**src/rtl/debug_tx_sequencer.sv**
```systemverilog
// debug_tx_sequencer: streams the MIPS debug dump (PC, register file, data-memory window)
// to the UART transmitter one byte at a time, each word sent MSB-first.
// Optional build macro DEBUG_TX_CHECKSUM_EN appends an 8-bit XOR checksum byte to the dump.
module debug_tx_sequencer #(
  parameter int DATA_WIDTH      = 32,
  parameter int DATA_WIDTH_UART = 8,
  parameter int N_REGS          = 32,
  parameter int N_MEM_WORDS     = 32,
  parameter int MEM_ADDR_WIDTH  = 5
) (
  input  logic                       i_clock,
  input  logic                       i_reset,
  input  logic                       i_send,
  input  logic [DATA_WIDTH-1:0]      i_pc,
  input  logic [DATA_WIDTH-1:0]      i_reg,
  input  logic [DATA_WIDTH-1:0]      i_mem,
  input  logic                       i_tx_done,
  output logic                       o_tx_signal,
  output logic [DATA_WIDTH_UART-1:0] o_tx_result,
  output logic [4:0]                 o_reg_addr,
  output logic [MEM_ADDR_WIDTH-1:0]  o_mem_addr,
  output logic                       o_busy,
  output logic                       o_done
);

  localparam int NBYTES = DATA_WIDTH / DATA_WIDTH_UART;
  localparam int BIDX_W = (NBYTES > 1) ? $clog2(NBYTES) : 1;
  localparam logic [BIDX_W-1:0]         LAST_BYTE = BIDX_W'(NBYTES - 1);
  localparam logic [4:0]                LAST_REG  = 5'(N_REGS - 1);
  localparam logic [MEM_ADDR_WIDTH-1:0] LAST_MEM  = MEM_ADDR_WIDTH'(N_MEM_WORDS - 1);

  typedef enum logic [2:0] {S_IDLE, S_LOAD, S_SEND, S_WAIT, S_DONE} state_t;
  typedef enum logic [1:0] {SEC_PC, SEC_REG, SEC_MEM, SEC_CSUM} sec_t;

  state_t                      state_q;
  sec_t                        sec_q;
  logic [BIDX_W-1:0]           byte_idx_q;
  logic [DATA_WIDTH-1:0]       shift_q;
  logic                        tx_signal_q;
  logic [DATA_WIDTH_UART-1:0]  tx_result_q;
  logic [4:0]                  reg_addr_q;
  logic [MEM_ADDR_WIDTH-1:0]   mem_addr_q;
  logic                        busy_q;
  logic                        done_q;
  logic [DATA_WIDTH-1:0]       word_d;
  logic [DATA_WIDTH-1:0]       shifted_d;
`ifdef DEBUG_TX_CHECKSUM_EN
  logic [DATA_WIDTH_UART-1:0]  csum_q;
`endif

  // Word source for the current section, and the shift register advanced by one byte
  always_comb begin
    word_d = i_pc;
    case (sec_q)
      SEC_REG: word_d = i_reg;
      SEC_MEM: word_d = i_mem;
      default: word_d = i_pc;
    endcase
    shifted_d = shift_q << DATA_WIDTH_UART;
  end

  // Dump sequencer; all outputs are registered and set on the transition into their state
  always_ff @(posedge i_clock) begin
    if (i_reset) begin
      state_q     <= S_IDLE;
      sec_q       <= SEC_PC;
      byte_idx_q  <= '0;
      shift_q     <= '0;
      tx_signal_q <= 1'b0;
      tx_result_q <= '0;
      reg_addr_q  <= '0;
      mem_addr_q  <= '0;
      busy_q      <= 1'b0;
      done_q      <= 1'b0;
`ifdef DEBUG_TX_CHECKSUM_EN
      csum_q      <= '0;
`endif
    end else begin
      tx_signal_q <= 1'b0;
      done_q      <= 1'b0;
      case (state_q)
        S_IDLE: begin
          reg_addr_q <= '0;
          mem_addr_q <= '0;
          if (i_send) begin
            state_q    <= S_LOAD;
            sec_q      <= SEC_PC;
            byte_idx_q <= '0;
            busy_q     <= 1'b1;
`ifdef DEBUG_TX_CHECKSUM_EN
            csum_q     <= '0;
`endif
          end
        end
        S_LOAD: begin
          // Address has been stable since the previous edge, so the read data is settled here
          shift_q     <= word_d;
          tx_result_q <= word_d[DATA_WIDTH-1 -: DATA_WIDTH_UART];
          tx_signal_q <= 1'b1;
`ifdef DEBUG_TX_CHECKSUM_EN
          csum_q      <= csum_q ^ word_d[DATA_WIDTH-1 -: DATA_WIDTH_UART];
`endif
          state_q     <= S_SEND;
        end
        S_SEND: state_q <= S_WAIT;
        S_WAIT: begin
          if (i_tx_done) begin
            if ((sec_q != SEC_CSUM) && (byte_idx_q != LAST_BYTE)) begin
              // Next byte of the same word goes straight out
              byte_idx_q  <= byte_idx_q + BIDX_W'(1);
              shift_q     <= shifted_d;
              tx_result_q <= shifted_d[DATA_WIDTH-1 -: DATA_WIDTH_UART];
              tx_signal_q <= 1'b1;
`ifdef DEBUG_TX_CHECKSUM_EN
              csum_q      <= csum_q ^ shifted_d[DATA_WIDTH-1 -: DATA_WIDTH_UART];
`endif
              state_q     <= S_SEND;
            end else begin
              byte_idx_q <= '0;
              case (sec_q)
                SEC_PC: begin
                  sec_q      <= SEC_REG;
                  reg_addr_q <= '0;
                  state_q    <= S_LOAD;
                end
                SEC_REG: begin
                  if (reg_addr_q == LAST_REG) begin
                    sec_q      <= SEC_MEM;
                    mem_addr_q <= '0;
                  end else begin
                    reg_addr_q <= reg_addr_q + 5'd1;
                  end
                  state_q <= S_LOAD;
                end
                SEC_MEM: begin
                  if (mem_addr_q == LAST_MEM) begin
`ifdef DEBUG_TX_CHECKSUM_EN
                    // Checksum needs no read, so it skips LOAD
                    sec_q       <= SEC_CSUM;
                    tx_result_q <= csum_q;
                    tx_signal_q <= 1'b1;
                    state_q     <= S_SEND;
`else
                    state_q <= S_DONE;
                    busy_q  <= 1'b0;
                    done_q  <= 1'b1;
`endif
                  end else begin
                    mem_addr_q <= mem_addr_q + MEM_ADDR_WIDTH'(1);
                    state_q    <= S_LOAD;
                  end
                end
                default: begin
                  state_q <= S_DONE;
                  busy_q  <= 1'b0;
                  done_q  <= 1'b1;
                end
              endcase
            end
          end
        end
        S_DONE: state_q <= S_IDLE;
        default: begin
          state_q <= S_IDLE;
          busy_q  <= 1'b0;
        end
      endcase
    end
  end

  assign o_tx_signal = tx_signal_q;
  assign o_tx_result = tx_result_q;
  assign o_reg_addr  = reg_addr_q;
  assign o_mem_addr  = mem_addr_q;
  assign o_busy      = busy_q;
  assign o_done      = done_q;

endmodule

```
**config.mk**
```make
export PLATFORM = sky130hd
export DESIGN_NAME = debug_tx_sequencer
export DESIGN_NICKNAME = d
export VERILOG_FILES = /design/src/rtl/debug_tx_sequencer.sv
export SDC_FILE = /design/constraint.sdc
export NUM_CORES = 1
export LEC_CHECK = 0
export ABC_CLOCK_PERIOD_IN_PS = 2300
export CAP_MARGIN = 0
export CORE_ASPECT_RATIO = 1.5
export CORE_MARGIN = 3
export CORE_UTILIZATION = 45
export CTS_BUF_LIST = sky130_fd_sc_hd__clkbuf_4
export CTS_CLUSTER_DIAMETER = 100
export CTS_CLUSTER_SIZE = 20
export DETAILED_ROUTE_END_ITERATION = 16
export PLACE_DENSITY = 0.89
export SETUP_SLACK_MARGIN = 0.4
export SYNTH_ARGS = -nofsm -noshare
export SYNTH_HDL_FRONTEND = slang
export SYNTH_SLANG_ARGS = --single-unit
```
**constraint.sdc**
```tcl
create_clock -name i_clock -period 2.3 [get_ports i_clock]
set_input_delay 0.23 -clock i_clock [delete_from_list [all_inputs] [get_ports i_clock]]
set_output_delay 0.23 -clock i_clock [all_outputs]
set_load 0.03 [all_outputs]
```
==> impl_metrics.csv <==
group,metric,value,unit
placement,gp_congestion,0.8766,
sta,hold_violations,0,
floorplanning,rows,36,
setup_path,r2r_end,"shift_q[8]$_SDFFE_PP0P_",
synth,synthCells,391,
synth,synth_common_cells,"65 x a21oi_1, 52 x dfxtp_1, 33 x nor2_1, 32 x a22oi_1, 28 x clkbuf_1",
setup_path,crit_family,"compound AO/OA/AOI/OAI gates",
power,peakVddDrop,0.0003524,V
grt,grt_most_used_layer,"met2",
synth,synth-main-ff-cell,"dfxtp_1",
detailed_routing,postRouteWirelength,12.02,mm
final_layout,fin_nets,627,
final_layout,fillers,435,
setup_path,slowest_stage,"a211oi_1",
setup_path,worst_path_largest_cell_delay,0.45,ns
grt,grt-ovfl-total,0,
synth,synth-seq-cells,52,
synth,ys_seq_area_share,34.15,%
sta,layout_setup_ws,0.2422,ns
outcome,status,"finished clean",
grt,grt_pass1_wl,16.03,mm
grt,first_global_vias,3393,
synth,yosys_warnings,0,
clocking,cts_buffer_depth,2,
setup_path,crit_type,"reg -> reg",
clocking,path_clk_slew,0.15,ns
grt,grt_max_degree,48,
synth,synth_top_area_cell,"dfxtp_1",
final_layout,final_cell_area,0.004950,mm^2
clocking,worstSkewPairLatency,0.38,ns
sta,max_freq,486.0,MHz
synth,syn_area,0.003048,mm^2
synth,synth.top_cell.area_share,34.15,%
grt,use_met1,29.42,%
grt,grt_antenna_before_repair,0,
detailed_routing,drc,0,
sta,skew,0.01258,ns
floorplanning,dieHeight,106.8,um
sta,min_period,2.058,ns
final_layout,diodes,0,
clocking,clockRootBuffer,"clkbuf_4",
floorplanning,fp.dieW,73.20,um
setup_path,startpoint,"sec_q[1]$_SDFFE_PP0P_",
setup_path,crit_cells,7,
clocking,h-tree-depth,2,
placement,place_area,0.004395,mm^2
setup_path,path_buf_inv,2,
synth,ys_async_sr_fraction,0,%
grt,grtUsageMet3,3.659,%
placement,place_ws,0.1538,ns
sta,finalCritPeriodShare,89.47,%
power,p_per_area,461.6,mW/mm^2
setup_path,worstPathRequired,2.61,ns
sta,rsz0062_at_grt,"true",
sta,final-max-slew-violation-count,0,
clocking,cts_tree,"yes",
floorplanning,fp.dieArea,0.007817,mm^2
synth,synth.avg_cell_area,7.795,um^2
detailed_routing,detail_route.vias_per_cell,6.384,
floorplanning,ios,121,
synth,syn_nets,501,
hold_path,min_from,"shift_q[7]$_SDFFE_PP0P_",
placement,dp_hpwl,7.144,mm
sta,finalSetupViolCount,0,
placement,numPortBuffers,120,
setup_path,r2r_setup_slack,0.24,ns
synth,yosysMostFrequentCell,"a21oi_1",
floorplanning,start_util,46.67,%
clocking,cts_buffers,5,
setup_path,crit_fanout,44,
detailed_routing,ant_nets,0,
synth,ys_types,47,
setup_path,end_kind,"flop",
setup_path,crit_end,"shift_q[8]$_SDFFE_PP0P_",
final_layout,drive_gt1_share,21.43,%
synth,synth.area.top_cells,"dfxtp_1 34%, a21oi_1 11%, a22oi_1 7.9%",
sta,slew_headroom,50.21,%
setup_path,worst_setup_path_start_kind,"flop",
detailed_routing,vias,3792,
clocking,hold_buffers,0,
setup_path,reg2reg_depth,7,
detailed_routing,drt_pass1_iterations,6,
sta,worst-slew-pin-transition,0.7458,ns
clocking,cts.sinks,52,
floorplanning,core_area,0.006531,mm^2
power,p_leak,0.001698,uW
grt,grtUsageMet2,46.93,%
synth,synth_edf_count,0,
final_layout,fin_util,75.79,%
hold_path,holdCritPathClass,"reg -> reg",
sta,setup_tns,0,ns
setup_path,crit_chain,"inv_2 -> ha_2 -> buf_12 -> nor2_1 -> a211oi_1 -> a21oi_1 -> a21oi_2",
setup_path,crit_arrival,2.37,ns
final_layout,area_growth,62.40,%
job,drv_cap,0,
setup_path,r2r_start,"sec_q[1]$_SDFFE_PP0P_",
grt,gr-usage-all-layers,25.45,%
detailed_routing,first_iter_violations,339,
detailed_routing,wl_per_cell,20.23,um
==> worst register-to-register path: cells and delay by family (launching register included) <==
kind / cells / cell delay (ns)
compound gates: 3 / 0.71
fa+ha+maj: 1 / 0.44
buf+inv: 2 / 0.32
flops: 1 / 0.43
simple gates: 1 / 0.11
==> sequential cells by signal (all words and copies together), names as in the netlist <==
name,cells
byte_idx_q,2
o_reg_addr,5
o_mem_addr,5
o_tx_signal,1
shift_q,24
o_busy,1
o_tx_result,8
o_done,1
sec_q,2
state_q,3
==> metrics by stage <==
step	power (uW)	hold WS, ns	std cells
final	2285	0.4763	594
after CTS	2116	0.4650	580
after detailed placement	1659	0.4465	563
after floorplan	1351	0.4179	391
after global placement	1642	0.4400	563
after global routing	2376	0.4968	594
==> where the power goes <==
group / internal, uW / switching [uW]
registers: 970 / 65.2
clock network: 142 / 291
logic: 424 / 392
==> final cells by class <==
type / count / area [um^2] / area share (%)
flip-flops and latches: 52 / 1066 / 21.54
multi-input cells: 291 / 2064 / 41.71
well taps: 76 / 95.09 / 1.921
clock buffers: 7 / 52.55 / 1.062
repair buffers: 158 / 1632 / 32.96
inverters: 9 / 36.28 / 0.7331
clock inverters: 1 / 3.754 / 0.07583
==> metal layers <==
metal | vias up | wire length [um]
li1 | 1739 | -
met1 | 1797 | 4197
met4 | 0 | 475
met2 | 215 | 6466
met3 | 41 | 877
met5 | - | 0
==> cell usage in the layout (no fill, tap or decap), drive strengths merged, types with 2 or more instances in the layout <==
cell type	n
or2	2
o32ai	3
nand4b	3
nor2b	5
o41ai	5
a31oi	2
or4	3
o2111ai	8
nand3b	2
inv	9
nor2	33
a21oi	65
or3b	2
a311o	2
clkbuf	11
nor4	5
o21a	3
or3	2
buf	34
mux2i	3
a211oi	26
dfxtp	52
clkdlybuf4s50	120
o31ai	3
o211ai	2
a22oi	32
nand3	6
nand2	22
ha	10
and3	2
o21ai	28
nand2b	2
==> logic make-up (layout without fill, tap and decap cells) <==
group	after synthesis	in the layout	share of synthesized area, %
flip-flops	52	52	34.15
adder cells (fa/ha/maj)	10	10	4.105
AO/OA/AOI/OAI	186	186	39.61
AND/OR/NAND/NOR	92	92	14.94
buffers and inverters	48	175	6.198
multiplexers	3	3	0.9853
==> how the worst min path moves through the flow <==
stage,cells after the start,slack [ns],to
6_report,2,0.48,shift_q[7]$_SDFFE_PP0P_
3_3_place_gp,2,0.44,shift_q[6]$_SDFFE_PP0P_
3_5_place_dp,2,0.45,shift_q[6]$_SDFFE_PP0P_
5_1_grt,2,0.50,shift_q[5]$_SDFFE_PP0P_
4_1_cts,2,0.46,shift_q[6]$_SDFFE_PP0P_
2_1_floorplan,3,0.42,o_mem_addr[2]$_SDFFE_PP0P_
==> timing repair <==
item,CTS,global route
gates cloned,1,5
setup endpoints to repair,45,39
pin swaps,4,15
resized for setup,17,46
buffers inserted,8,9
Note: power is estimated with default switching activity, not from simulation.
